[src/rtl/emux_tx_status.sv]
// emux_tx_status
//   Terminating stage of the transmit client-mux chain. Forwards the 10-bit
//   chain bus to the MAC side with one cycle of latency. For each frame, it
//   captures the port and the length field, then counts and checksums the
//   payload. It emits a one-cycle status record at frame end or on abort.
//
// Ports
//   clk      sole clock, rising edge
//   rst      asynchronous, active-high reset
//   chain_c  chain bus: [9] m (payload active), [8] p (port strobe), [7:0] d
//   tx_c     chain_c delayed one cycle, unmodified
//   st_v     one-cycle status strobe per completed or aborted frame
//   st_port  captured port
//   st_len   captured length field
//   st_cnt   payload byte count, saturating at 0xFFFF
//   st_sum   ones-complement payload sum, not inverted
//   st_err   [0] len != cnt, [1] oversize, [2] header truncated, [3] aborted
module emux_tx_status #(
    parameter int unsigned jumbo_dw = 14
) (
    input  logic        clk,
    input  logic        rst,
    input  logic [9:0]  chain_c,
    output logic [9:0]  tx_c,
    output logic        st_v,
    output logic [15:0] st_port,
    output logic [15:0] st_len,
    output logic [15:0] st_cnt,
    output logic [15:0] st_sum,
    output logic [3:0]  st_err
);

    localparam int unsigned LEN_MAX = (jumbo_dw >= 16) ? 32'hFFFF
                                                       : ((32'd1 << jumbo_dw) - 32'd1);

    typedef enum logic [2:0] {IDLE, LEN_H, LEN_L, GAP, PAY} state_t;

    state_t      state, state_n;
    logic        m, p;
    logic [7:0]  d, prev_d, hi;
    logic [15:0] port, len, cnt, sum;
    logic        pend, trunc;

    logic        do_start, do_count, do_fire, abort, set_trunc, cap_hi, cap_lo;
    logic [15:0] cnt_inc, sum_word, sum_final;
    logic        len_over;

    assign m = chain_c[9];
    assign p = chain_c[8];
    assign d = chain_c[7:0];

    function automatic logic [15:0] oc_add(input logic [15:0] a, input logic [15:0] b);
        logic [16:0] s;
        s = {1'b0, a} + {1'b0, b};
        return s[15:0] + {15'd0, s[16]};
    endfunction

    always_comb begin
        cnt_inc   = (cnt == 16'hFFFF) ? cnt : cnt + 16'd1;
        sum_word  = oc_add(sum, {hi, d});
        // An odd byte count leaves a high byte pending. Fold it in as {hi, 0x00}.
        sum_final = pend ? oc_add(sum, {hi, 8'h00}) : sum;
        len_over  = 32'(len) > LEN_MAX;
    end

    always_comb begin
        state_n   = state;
        do_start  = 1'b0;
        do_count  = 1'b0;
        do_fire   = 1'b0;
        abort     = 1'b0;
        set_trunc = 1'b0;
        cap_hi    = 1'b0;
        cap_lo    = 1'b0;
        case (state)
            IDLE: begin
                if (p) begin
                    do_start = 1'b1;
                    state_n  = LEN_H;
                end
            end
            LEN_H, LEN_L: begin
                if (p) begin
                    do_fire  = 1'b1;
                    abort    = 1'b1;
                    do_start = 1'b1;
                    state_n  = LEN_H;
                end else if (m) begin
                    set_trunc = 1'b1;
                    do_count  = 1'b1;
                    state_n   = PAY;
                end else if (state == LEN_H) begin
                    cap_hi  = 1'b1;
                    state_n = LEN_L;
                end else begin
                    cap_lo  = 1'b1;
                    state_n = GAP;
                end
            end
            GAP: begin
                if (p) begin
                    do_fire  = 1'b1;
                    abort    = 1'b1;
                    do_start = 1'b1;
                    state_n  = LEN_H;
                end else if (m) begin
                    do_count = 1'b1;
                    state_n  = PAY;
                end
            end
            PAY: begin
                if (p && m) begin
                    // Abort wins and the colliding byte is not counted.
                    do_fire  = 1'b1;
                    abort    = 1'b1;
                    do_start = 1'b1;
                    state_n  = LEN_H;
                end else if (m) begin
                    do_count = 1'b1;
                end else begin
                    // Normal end. A p on this same edge starts the next frame.
                    do_fire = 1'b1;
                    if (p) begin
                        do_start = 1'b1;
                        state_n  = LEN_H;
                    end else begin
                        state_n = IDLE;
                    end
                end
            end
            default: state_n = IDLE;
        endcase
    end

    always_ff @(posedge clk or posedge rst) begin
        if (rst) begin
            state   <= IDLE;
            tx_c    <= '0;
            prev_d  <= '0;
            port    <= '0;
            len     <= '0;
            cnt     <= '0;
            sum     <= '0;
            hi      <= '0;
            pend    <= 1'b0;
            trunc   <= 1'b0;
            st_v    <= 1'b0;
            st_port <= '0;
            st_len  <= '0;
            st_cnt  <= '0;
            st_sum  <= '0;
            st_err  <= '0;
        end else begin
            state  <= state_n;
            tx_c   <= chain_c;
            prev_d <= d;
            st_v   <= do_fire;
            if (do_fire) begin
                st_port <= port;
                st_len  <= len;
                st_cnt  <= cnt;
                st_sum  <= sum_final;
                st_err  <= {abort, trunc, len_over, cnt != len};
            end
            if (do_start) begin
                port  <= {prev_d, d};
                len   <= '0;
                cnt   <= '0;
                sum   <= '0;
                hi    <= '0;
                pend  <= 1'b0;
                trunc <= 1'b0;
            end else begin
                if (cap_hi)    len[15:8] <= d;
                if (cap_lo)    len[7:0]  <= d;
                if (set_trunc) trunc     <= 1'b1;
                if (do_count) begin
                    cnt <= cnt_inc;
                    if (pend) sum <= sum_word;
                    else      hi  <= d;
                    pend <= ~pend;
                end
            end
        end
    end

endmodule

[config.mk]
export PLATFORM = sky130hd
export DESIGN_NAME = emux_tx_status
export DESIGN_NICKNAME = d
export VERILOG_FILES = /design/src/rtl/emux_tx_status.sv
export SDC_FILE = /design/constraint.sdc
export NUM_CORES = 1
export LEC_CHECK = 0
export BUFFER_PORTS_ARGS = -buffer_cell sky130_fd_sc_hd__buf_2
export CAP_MARGIN = 30
export CORE_MARGIN = 1
export CORE_UTILIZATION = 45
export CTS_BUF_LIST = sky130_fd_sc_hd__clkbuf_8 sky130_fd_sc_hd__clkbuf_16
export DETAILED_ROUTE_END_ITERATION = 8
export GPL_TIMING_DRIVEN = 1
export HOLD_SLACK_MARGIN = 0.06
export MAX_ROUTING_LAYER = met4
export PLACE_DENSITY = 0.6
export SLEW_MARGIN = 0
export SYNTH_ARGS = -nofsm -noshare
export SYNTH_HDL_FRONTEND = slang
export SYNTH_SLANG_ARGS = --single-unit
[constraint.sdc]
create_clock -name clk -period 5.95 [get_ports clk]
set_clock_uncertainty 0.05 [all_clocks]
set_input_delay 0.2975 -clock clk [delete_from_list [all_inputs] [get_ports clk]]
set_output_delay 0.2975 -clock clk [all_outputs]
set_load 0.02 [all_outputs]
==> metrics, run 1 <==
Crit Path Class=primary input to flop; vias per cell=5.40; total of max-cap violations=0; vias in the first global route=5,722; Die W=135 µm; initial core utilization=46.2%; worst slew margin relative to its limit=36.0%; Synth top area share=48.9%; layout cells sized above 1=24.2%; core box area=17,300 µm²; syn avg cell area=10.3 µm²; Max Fanout on Critical Path=6; clk sinks=156; die area=18,300 µm²; drt wl/cell=17.7 µm; crit-path cells=dlygate4sd3_1, buf_2, ha_1, inv_1, fa_1, nor2b_4, o211a_1, o21a_1, nor3b_2, o21ai_0, a21o_1, ha_1, nor2b_1, nand2_1, nor3_2, nand2_1, nor3_4, and2_1, a41o_1, o211ai_2; Netlist cell types=68; Final ANT Viol Nets=0; synthesized flop and latch total=156; Port Buffers=90; Setup TNS Final=0 ps; post-DP HPWL=13.8 mm; crit end category=flop; largest cells by area after synthesis=dfrtp_1 49%, mux2_2 6.9%, nand2_1 5.3%; worst endpoint required time=6200 ps; Static Leak=0.00463 µW; Hold WC Path Type=primary input to flop; number of synthesized flops with an enable pin=0; # setup viols final=0; CTS tree=built; # diodes=0; Worst Path Buf+Inv=3; crit path launch type=primary input; outcome=finished, final reports clean; Crit path max-delay family=simple AND/OR/NAND/NOR gates; critical path's slowest cell=dlygate4sd3_1; mapped cell area=7980 µm²; worst-margin pin slew=958 ps; final worst path period need=4420 ps; gr ovfl total=0; Final Wtd Congestion=0.888; Filler Cell Count=1,559; Arrival @ worst endpoint=4670 ps; power per cell area=299 nW/µm²; hold_ws=82.2 ps; syn nets=812; top-count cell post-synth=dfrtp_1; RSZ-0062 raised after global routing=no; Nets=894; initial antenna violation count=0; Async S/R FF share, synth=100%; drt first-iter violations=341; area growth from synthesis to layout=15.6%; final hold viol count=0; Seq/Total Area, Yosys=48.9%; top_reg_cell synth=dfrtp_1; DRT Pass-1 Iters=4; pin count of the biggest net entering global routing=87; Clock Latency Late Sink=430 ps; highest clock rate=226 MHz; num ports=91; synth warn=0; Post-Route WL=19.4 mm; CTS Buf Count=17; die height=135 µm; Tcrit/Tclk final=74.2%; VDD IR-drop max=0.262 mV; synth cell count leaders=156 x dfrtp_1, 112 x nand2_1, 61 x nor2_1; H-tree depth=4; Post-Synthesis Cells=777; CTS Buffer Depth=2; # DRC=0; # rows=48; Synth area leader=dfrtp_1; Slew Viols, Final=0; GRT Total Usage=23.5%; clock-pin slew on the worst setup and hold paths=70 ps; Vias=5,929; Slowest Stage Delay on Critical Path=520 ps; CTS root buf=clkbuf_16; first-pass GRT wire length=31.6 mm
==> cell families (layout without fill, tap and decap cells) <==
group,after synthesis,count (layout),synth area share [%]
buffers and inverters,56,151,3.12
AO/OA/AOI/OAI,116,116,9.23
AND/OR/NAND/NOR,291,291,18.1
multiplexers,67,67,9.17
adder cells (fa/ha/maj),23,23,3.79
XOR/XNOR,68,68,7.74
flip-flops,156,156,48.9
==> flip-flops by register name, indices dropped and copies added (netlist names) <==
register  cells
cnt          16
hi            8
len          16
pend          1
port         16
prev_d        7
st_cnt       16
st_err        4
st_len       16
st_port      16
st_sum       16
st_v          1
state         3
sum          16
trunc         1
tx_c          3
==> where the power goes <==
part | total (µW) | internal [µW] | switching, µW
combinational | 488 | 183 | 305
sequential | 1220 | 1150 | 67.8
clock | 1050 | 558 | 491
==> per-layer routing <==
layer  vias up  global-route usage, %  share of wire [%]
met5         -                      -                  0
met4         0                   7.18                1.5
met3        24                   4.12                3.9
met2       147                   35.4                 46
met1      2908                   32.5                 49
li1       2850                      -                  -
==> metrics by stage <==
step                total power [µW]  util (%)  instance area [µm²]  setup WS [ps]  std cells
global route                    2890      53.4                 9230           1170       1097
detailed placement              1730      49.6                 8580           1650       1057
CTS                             2790      53.3                 9220           1530       1096
finish                          2760      53.4                 9230           1530       1097
global placement                1720      49.6                 8580           1870       1057
floorplan                       1580         -                 7980           1400        777
==> worst register-to-register path: stages, from the launching register on <==
cell and delay (ps):
dfrtp_1 400, ha_1 260, inv_1 70, fa_1 460, nor2b_4 170, o211a_1 220
o21a_1 200, nor3b_2 70, o21ai_0 190, a21o_1 170, ha_1 150, nor2b_1 210
nand2_1 130, nor3_2 280, nand2_1 160, nor3_4 300, and2_1 310, a41o_1 220
o211ai_2 90
==> final cells by class <==
class                      instances  area [µm²]  share of cell area, %
inverter                          16        65.1                  0.705
clock inverter                    15         151                   1.64
timing repair buffer             103         566                   6.13
clock buffer                      17         425                   4.61
multi-input combinational        565        3840                   41.6
tap                              225         282                   3.05
sequential                       156        3900                   42.3
==> cell usage in the layout, fill, tap and decap left out, drive strengths merged, types with 9 or more instances in the layout <==
master,instances
dfrtp,156
mux2,49
xor2,42
nand2,113
nor2,62
o21ai,51
mux2i,18
nor3,9
ha,21
nand4,18
buf,96
clkbuf,17
inv,24
nand3,33
xnor2,26
a21oi,25
nor2b,9
==> repair_timing <==
action                                  CTS  global route
resized for setup                         0             0
endpoints found under the hold margin    91             0
setup buffers                             0             0
hold buffers                              7             0
endpoints found under the setup margin    0             0
==> worst paths after layout <==
kind | from | to | slack (ps) | depth (start not counted)
worst max-delay path | chain_c[0] | sum[15]$_DFFE_PP0P_ | 1530 | 20
worst min-delay path | chain_c[5] | prev_d[5]$_DFF_PP0_ | 80 | 1
worst max register to register | sum[0]$_DFFE_PP0P_ | sum[15]$_DFFE_PP0P_ | 1700 | 18
worst min register to register | port[7]$_DFFE_PP0P_ | port[7]$_DFFE_PP0P_ | 420 | 2
max in group asynchronous | rst | st_sum[1]$_DFFE_PP0P_ | 3920 | 4
min in group asynchronous | rst | st_err[2]$_DFFE_PP0P_ | 510 | 3
Power figures use the tool's default switching activity.
==> run 2: changes to the inputs <==
- ABC_AREA: default -> 1
- PLACE_DENSITY: 0.6 -> 0.62
- clock period: 5.95 -> 4 ns (I/O delays scaled with it)
==> run 2 against run 1 <==
Sequential share of layout area is 0.82 points lower. Count of clock-buffer cells in the layout unchanged. Wire length rose by 7.7%. Sequential power increased by 53%. Area after synthesis increased by 0.89%. Critical endpoint unchanged. Flip-flop and latch count is the same. Largest cell class unchanged.
==> metrics, run 2 <==
RSZ-0062 raised after global routing=no; # DRC=0; top_reg_cell synth=dfrtp_1; initial core utilization=46.3%; Seq/Total Area, Yosys=48.5%; Setup TNS Final=0 ps; die height=136 µm; Synth area leader=dfrtp_1; gr ovfl total=0; vias in the first global route=6,368; most frequent cells in the layout=302 x nand2_1, 156 x dfrtp_1, 120 x inv_1, 90 x buf_2, 70 x o21ai_0; DRT Pass-1 Iters=7; clock-pin slew on the worst setup and hold paths=60 ps; Synth top area share=48.5%; # diodes=0; area growth from synthesis to layout=16.9%; Final Wtd Congestion=0.933; # setup viols final=0; PnR worst setup slack=637 ps; Post-Synthesis Cells=987; mapped cell area=8060 µm²; crit end category=flop; layout cells sized above 1=16.2%; synth warn=0; Vias=6,824; crit path launch type=primary input; initial antenna violation count=0; most common cell after layout, fill and taps aside=nand2_1; Slew Viols, Final=0; Place WS=691 ps; Max Fanout on Critical Path=5; CTS Hold Bufs=11; Post-Route WL=20.9 mm; final worst path period need=3360 ps; synthesized flop and latch total=156; largest cells by area after synthesis=dfrtp_1 48%, nand2_1 14%, inv_1 5.5%; Static Leak=0.00479 µW; top-count cell post-synth=nand2_1; Arrival @ worst endpoint=3630 ps; syn avg cell area=8.16 µm²; Port Buffers=90; final hold viol count=0; Final ANT Viol Nets=0; die area=18,400 µm²; Async S/R FF share, synth=100%; CTS Buffer Depth=2; Crit Path Class=primary input to flop; worst slew margin relative to its limit=44.0%; Post-CTS Resized=0; flop-to-flop setup slack=660 ps; GRT Total Usage=24.5%; Tcrit/Tclk final=84.1%; hold_ws=406 ps; CTS root buf=clkbuf_16; outcome=finished, final reports clean; Clock Latency Late Sink=430 ps; Die W=136 µm; worst-margin pin slew=840 ps; number of synthesized flops with an enable pin=0; clk sinks=156; power per cell area=451 nW/µm²; syn nets=1,022; CTS tree=built; Hold WC Path Type=primary input to flop; post-DP HPWL=15.3 mm; total of max-cap violations=0; synth cell count leaders=302 x nand2_1, 156 x dfrtp_1, 118 x inv_1; CTS Buf Count=17; Setup Fix Bufs, Post-CTS=0; drt wl/cell=15.7 µm; num ports=91; vias per cell=5.14; pin count of the biggest net entering global routing=157; Nets=1,125; # rows=48; H-tree depth=4; first-pass GRT wire length=33.2 mm; core box area=17,400 µm²; Netlist cell types=47; drt first-iter violations=460; VDD IR-drop max=0.314 mV; highest clock rate=297 MHz; worst endpoint required time=4270 ps
run 2: cell types whose count changed in the layout (fill, tap and decap cells not counted), moves of 12 or more:
cell     delta
a21oi_1    +20
mux2i_1    -18
nand2_1   +190
nand3_1    +12
mux2_2     -42
xnor2_1    -18
o21ai_1    +23
xor2_1     -28
o21ai_0    +24
inv_1     +105
run 2: kinds of logic (layout without fill, tap and decap cells):
family / after synthesis / after routing / share of synthesized area [%]
xor gates and xnor gates: 19 / 19 / 2.07
and+or+nand+nor: 463 / 463 / 25.8
AOI/OAI and AO/OA: 171 / 171 / 11.8
DFF: 156 / 156 / 48.5
buffers and inverters: 148 / 263 / 7.13
adders and majority gates: 23 / 23 / 3.76
muxes: 7 / 7 / 0.979
run 2: area by class of cell:
class | instances | area (µm²)
multi-input combinational | 683 | 3580
tap | 225 | 282
clock inverter | 14 | 133
sequential | 156 | 3900
clock buffer | 17 | 425
fill | 1720 | 8000
inverter | 125 | 474
timing repair buffer | 107 | 618
run 2: layer usage:
| layer | vias to the layer above | track usage [%] | part of all wire (%) |
|---|---|---|---|
| li1 | 3397 | - | - |
| met1 | 3243 | 33.7 | 49 |
| met2 | 157 | 36.7 | 45 |
| met3 | 27 | 3.89 | 3.8 |
| met4 | 0 | 7.93 | 1.7 |
| met5 | - | - | 0 |
run 2: worst max-delay path, cell delays in order:
cell and delay (ps):
dlygate4sd3_1 520, buf_2 130, ha_1 200, inv_1 60
fa_1 390, inv_1 130, nand3_1 100, nand2_1 100
nand2_1 70, nand2_1 80, nand2_1 90, nand2_1 110
nand2_1 60, nand2_1 100, ha_1 150, nand2_1 90
nor2_4 150, nand3_4 100, nor2_4 140, nand3_4 110
nor2_8 160, nand2_4 80, nor2_4 90, nand3_1 70
nand3_1 80, nand2_1 50
run 2: power by group:
group,internal [µW],total (µW),switching [µW]
logic,260,827,567
clock network,904,1550,642
registers,1750,1870,117
run 2: stage by stage:
stage / power, µW / cell area (µm²) / instances / utilization (%)
2_1_floorplan: 2440 / 8060 / 987 / -
3_3_place_gp: 2710 / 8740 / 1285 / 50.2
3_5_place_dp: 2720 / 8740 / 1285 / 50.2
4_1_cts: 4280 / 9410 / 1327 / 54.0
5_1_grt: 4440 / 9410 / 1327 / 54.0
6_report: 4240 / 9410 / 1327 / 54.0
run 2: path summary, 6_finish.rpt:
check | end | from | cells past startpoint
setup / recovery | sum[15]$_DFFE_PP0P_ | chain_c[0] | 26
hold / removal | tx_c[9]$_DFF_PP0_ | chain_c[9] | 2
setup reg to reg | sum[15]$_DFFE_PP0P_ | sum[0]$_DFFE_PP0P_ | 24
hold reg to reg | port[15]$_DFFE_PP0P_ | tx_c[7]$_DFF_PP0_ | 2
max in group asynchronous | hi[0]$_DFFE_PP0P_ | rst | 4
min in group asynchronous | st_port[14]$_DFFE_PP0P_ | rst | 4
